### config.mk
export PLATFORM = sky130hd
export DESIGN_NAME = drop_animator
export DESIGN_NICKNAME = d
export VERILOG_FILES = /design/src/rtl/drop_animator.sv
export SDC_FILE = /design/constraint.sdc
export NUM_CORES = 1
export LEC_CHECK = 0
export CAP_MARGIN = 20
export CORE_MARGIN = 4
export CORE_UTILIZATION = 38
export CTS_CLUSTER_DIAMETER = 120
export DETAILED_ROUTE_END_ITERATION = 8
export GPL_ROUTABILITY_DRIVEN = 0
export PLACE_DENSITY_LB_ADDON = 0.25
export RECOVER_POWER = 100
export SKIP_LAST_GASP = 1
export SLEW_MARGIN = 10
export SYNTH_ARGS = -nofsm -noshare
export SYNTH_HDL_FRONTEND = slang
export SYNTH_SLANG_ARGS = --single-unit
export TNS_END_PERCENT = 20
### constraint.sdc
create_clock -name clk -period 1.5 [get_ports clk]
set_clock_uncertainty 0.1 [all_clocks]
set_input_delay 0.3 -clock clk [delete_from_list [all_inputs] [get_ports clk]]
set_output_delay 0.3 -clock clk [all_outputs]
set_load 0.02 [all_outputs]
### src/rtl/drop_animator.sv
// Falling-token animator for one Connect-4 move: steps a token down one row per tick.
// Optional landing highlight (LAND state, flash output) enabled by defining DROP_LAND_HOLD_EN.
module drop_animator #(
    parameter int ROWS = 6,
    parameter int COLS = 7
) (
    input  logic       clk,
    input  logic       clear_b,
    input  logic       tick,
    input  logic       start,
    input  logic [2:0] col,
    input  logic [2:0] target_row,
    output logic       busy,
    output logic [2:0] cur_col,
    output logic [2:0] cur_row,
    output logic [2:0] prev_row,
    output logic       draw,
    output logic       erase,
    output logic       done,
    output logic       reject,
    output logic       flash
);

    localparam logic [1:0] IDLE = 2'd0;
    localparam logic [1:0] FALL = 2'd1;
`ifdef DROP_LAND_HOLD_EN
    localparam logic [1:0] LAND = 2'd2;
    logic       flash_q;
    logic       land_second;
    assign flash = flash_q;
`else
    assign flash = 1'b0;
`endif

    logic [1:0] state;
    logic [2:0] tgt;
    logic       start_ok;

    assign start_ok = (int'(col) < COLS) && (int'(target_row) < ROWS);

    always_ff @(posedge clk or negedge clear_b) begin
        if (!clear_b) begin
            state    <= IDLE;
            tgt      <= 3'd0;
            busy     <= 1'b0;
            cur_col  <= 3'd0;
            cur_row  <= 3'd0;
            prev_row <= 3'd0;
            draw     <= 1'b0;
            erase    <= 1'b0;
            done     <= 1'b0;
            reject   <= 1'b0;
`ifdef DROP_LAND_HOLD_EN
            flash_q     <= 1'b0;
            land_second <= 1'b0;
`endif
        end else begin
            // NOTE: pulses default low every cycle; the case below raises them for exactly one cycle.
            draw   <= 1'b0;
            erase  <= 1'b0;
            done   <= 1'b0;
            reject <= 1'b0;
            case (state)
                IDLE: begin
                    if (start) begin
                        if (start_ok) begin
                            cur_col <= col;
                            tgt     <= target_row;
                            cur_row <= 3'd0;
                            draw    <= 1'b1;
                            busy    <= 1'b1;
                            state   <= FALL;
                        end else begin
                            reject <= 1'b1;
                        end
                    end
                end
                FALL: begin
                    if (tick) begin
                        if (cur_row != tgt) begin
                            prev_row <= cur_row;
                            cur_row  <= cur_row + 3'd1;
                            draw     <= 1'b1;
                            erase    <= 1'b1;
                        end else begin
`ifdef DROP_LAND_HOLD_EN
                            flash_q     <= 1'b1;
                            land_second <= 1'b0;
                            state       <= LAND;
`else
                            done  <= 1'b1;
                            busy  <= 1'b0;
                            state <= IDLE;
`endif
                        end
                    end
                end
`ifdef DROP_LAND_HOLD_EN
                LAND: begin
                    if (tick) begin
                        if (!land_second) begin
                            flash_q     <= ~flash_q;
                            land_second <= 1'b1;
                        end else begin
                            flash_q <= 1'b0;
                            done    <= 1'b1;
                            busy    <= 1'b0;
                            state   <= IDLE;
                        end
                    end
                end
`endif
                default: state <= IDLE;
            endcase
        end
    end

endmodule

Word-level counts from Yosys, hierarchy flattened
Cells that the tools add are included.
- equal/unequal tests: 7
- $lt $le $gt $ge: 2
- reduce and logical (&&, ||, !) cells: 8
- $add $sub $neg: 1
- multiplexer cells: 27
- operators by type and width (cell ; count):
    two-way mux 1 bit ; 15
    two-way mux 3 bit ; 4
    inequality test 2 bit (second input constant) ; 5
    AND reduction 5 bit ; 2
    two-way mux 2 bit ; 4
    < comparator 3 bit (second input constant) ; 2
    one-hot mux 3 bit (2 select lines) ; 1
    AND reduction 3 bit ; 2
    one-hot mux 1 bit (2 select lines) ; 2
    one-hot mux 2 bit (2 select lines) ; 1
    AND reduction 4 bit ; 1
    adder 3 x 1 -> 3 bit (second input constant) ; 1
    inequality test 3 bit ; 1
    equality test 2 x 1 -> 1 bit (second input constant) ; 1
    zero test 2 bit ; 1
    nonzero test 2 bit ; 1
    logical AND 1 bit ; 1
- logic and storage cells: 55
- register bits: 19
- input bits: 10
- output and inout bits: 15

Logic depth before layout (Yosys ltp)
- word-level depth: 5
- depth in mapped cells: 4
- gate-level depth less buffers: 4

Worst setup path after synthesis
No wires, ideal clock.
- kind: flip-flop to flip-flop
- start point: register, netlist name busy
- end point: register cur_col[0]
- library setup time: 125 ps
- required time: 1275 ps
- period minus slack after synthesis: 1579 ps
- stages on the path, launching flop included: 5
- setup slack: -79 ps
- arrival: 1354 ps
- path buffers: 1
- path through: dfrtp_1 > nand2b_1 > or2_1 > buf_6 > mux2_4
- RTL lines (what ; line ; RTL):
    to (signal assigned) ; 67 ; cur_col <= col;
    to (decl) ; 14 ; output logic [2:0] cur_col,

Worst setup path after layout
- start point: input col[0]
- end point: register cur_col[1]
- longest elaborated chain between the ends: 3
- RTL lines (what ; line ; RTL):
    from (decl) ; 11 ; input logic [2:0] col,
    < comparator 3 bit ; 39 ; assign start_ok = (int'(col) < COLS) && (int'(target_row) < ROWS);
    logical AND 1 bit ; 39 ;
    AND reduction 3 bit (no line) ; n/a ;
No other way between the ends.
A chain may end at the register's enable or synchronous reset.

==> impl_metrics.toml <==
[setup_path]
critPathLaunchType = "input port"
worstPathArrival_ps = 1730
r2r_cells = 3
required_ps = 1570
cp_max_fo = 7
endpoint_kind = "flop"
critical_path_class = "in -> reg"

[sta]
finalHoldViolCount = 0
period_needed_ps = 1660
maxSlewViolCount = 0
grt_setup_unrepaired = "true"
fin_crit_sh = 1.10
setup_ws_ps = -157
worstMarginPinSlew_ps = 871
clock.fmax_mhz = 603
slew_headroom = 0.420
finalSetupViolCount = 14

[layout]
drive_gt1_frac = 0.359
area_growth_pct = 46.3
nets = 104
layout_commonest_cell = "clkdlybuf4s50_1"
fin_area_mm2 = 0.00111
diodes = 0
most-common-layout-cells = "clkdlybuf4s50_1 (14), dfrtp_1 (13), buf_4 (11)"

[grt]
grt_max_degree = 18
grt_usage = 0.129
gr-total-overflow = 0
grt_pass1_wl_um = 2550
grt_pass1_vias = 549
antenna_found_initial = 0

[clocking]
cts.path.max_buffers = 2
cts_buffers = 3
clockRootBuffer = "clkbuf_4"
htreeDepth = 1
clock_sinks = 17
ctsHoldBuffers = 0
cts_tree = "done"
clk_latency_ps = 280
cts_setup_buffers = 0
path_clk_slew_ps = 90

[floorplan]
core_mm2 = 0.00180
die_w_um = 52.6
die_h_um = 52.6
io_pins = 25
start_util = 0.420
die-area_mm2 = 0.00277
rows = 15

[detailed_routing]
wl_per_cell_um = 12.9
vias_per_cell = 4.59
route.detailed.drc = 0
drt_pass1_iterations = 3
antenna_left = 0
wirelength_um = 1510
num_vias = 537
first_iter_violations = 5

[logic_synthesis]
synth_fa_ha_area_frac = 0.0165
netlist_area_um2 = 757
synth_cells = 53
ys_ff_latch = 17
avgSynthCellArea_um2 = 14.3
yosysWarningCount = 0
synthMuxAreaShare = 0.203
synth_xor_area_frac = 0.0463
yosysSeqAreaShare = 0.562
yosys.area_share.simple = 0.0628
synth.distinct_cells = 22
synth_nets = 64
synth_compound_area_frac = 0.0744
synth_top_family_by_area = "multiplexers"

[run_status]
status = "finished, violations left"
violations = "negative setup slack"

[min_path]
hold_class = "reg -> reg"
min_path_cells = 1

[pwr]
p_per_area_mw_per_mm2 = 1950
vdd_drop_max_mv = 1.24
p_leak_nw = 0.528

[placement]
hpwl_um = 1230
post_dp_cell_area_mm2 = 0.00112
numPortBuffers = 23
preCtsSetupSlack_ps = -471

[job]
drv_cap = 0
[stage by stage]
step	util	total power [mW]	hold WS (ps)	cells	TNS, ps
4_1_cts	0.634	2.27	228	117	-2540
2_1_floorplan	-	1.47	-95.6	53	-91.8
3_3_place_gp	0.620	2.02	390	113	-3830
5_1_grt	0.615	2.31	449	117	-2450
6_report	0.615	2.16	418	117	-1670
3_5_place_dp	0.620	2.06	400	113	-4200
[synthesized netlist by cell type]
| library cell | instances | area [µm²] |
|---|---|---|
| nor2_1 | 1 | 3.75 |
| xnor2_1 | 3 | 26.3 |
| mux2i_1 | 3 | 30.0 |
| o21ai_0 | 3 | 15.0 |
| or2_1 | 1 | 6.26 |
| mux2_2 | 3 | 33.8 |
| a32o_2 | 1 | 11.3 |
| inv_1 | 1 | 3.75 |
| nand2_1 | 3 | 11.3 |
| dfrtp_1 | 17 | 425 |
| nand2b_1 | 1 | 6.26 |
| buf_6 | 1 | 11.3 |
| or2b_1 | 1 | 7.51 |
| nand4_1 | 1 | 6.26 |
| conb_1 | 1 | 3.75 |
| xor2_1 | 1 | 8.76 |
| buf_4 | 1 | 7.51 |
| nor2b_1 | 1 | 6.26 |
| o2bb2ai_1 | 1 | 8.76 |
| ha_1 | 1 | 12.5 |
| a31oi_4 | 1 | 21.3 |
| mux2_4 | 6 | 90.1 |
[repair_timing]
| item | 4_1_cts | 5_1_grt |
|---|---|---|
| endpoints found under the hold margin | 0 | 0 |
| resized for setup | 6 | 4 |
| endpoints found under the setup margin | 21 | 23 |
[report_power, final]
| part | internal (mW) | switching, mW | total (mW) |
|---|---|---|---|
| registers | 0.653 | 0.118 | 0.771 |
| logic | 0.611 | 0.547 | 1.16 |
| clock network | 0.0991 | 0.131 | 0.231 |
| total | 1.36 | 0.796 | 2.16 |
[flip-flops by register name, summed over array words and instances (netlist names)]
register	count
cur_col	3
cur_row	3
prev_row	3
tgt	3
busy	1
done	1
draw	1
erase	1
reject	1
[worst max-delay path: stages]
cell and delay [ps]:
clkdlybuf4s50_1 430, a32o_2 280, or2_1 370, mux2_4 350
[kinds of logic (layout without fill, tap and decap cells)]
logic type,Yosys count,count (layout)
DFF,17,17
muxes,12,12
and+or+nand+nor,9,9
AOI/OAI and AO/OA,6,6
xor gates and xnor gates,4,4
buffers and inverters,3,42
adders and majority gates,1,1
other,1,1
[path summary, 6_finish.rpt]
check	from	to	slack (ps)
min	prev_row[1]	prev_row[1]	420
min reg2reg	prev_row[1]	prev_row[1]	420
max in group asynchronous	clear_b	cur_row[1]	170
max	col[0]	cur_col[1]	-160
max reg2reg	busy	cur_col[1]	10
min in group asynchronous	clear_b	cur_col[2]	530
[metal layers]
layer / up-vias / part of all wire / global-route usage
met5: - / 0 / 0
met1: 260 / 0.42 / 0.152
met3: 2 / 0.078 / 0.0655
met2: 16 / 0.49 / 0.205
met4: 0 / 0.012 / 0.0383
li1: 259 / - / -
[cell type report]
type,instances,area (µm²)
Inverter,1,3.75
Clock inverter,1,5.00
Timing Repair Buffer,37,298
Clock buffer,3,22.5
Tap cell,25,31.3
Fill cell,170,694
Sequential cell,17,430
Multi-Input combinational cell,33,317
(Power assumes the default switching activity.)
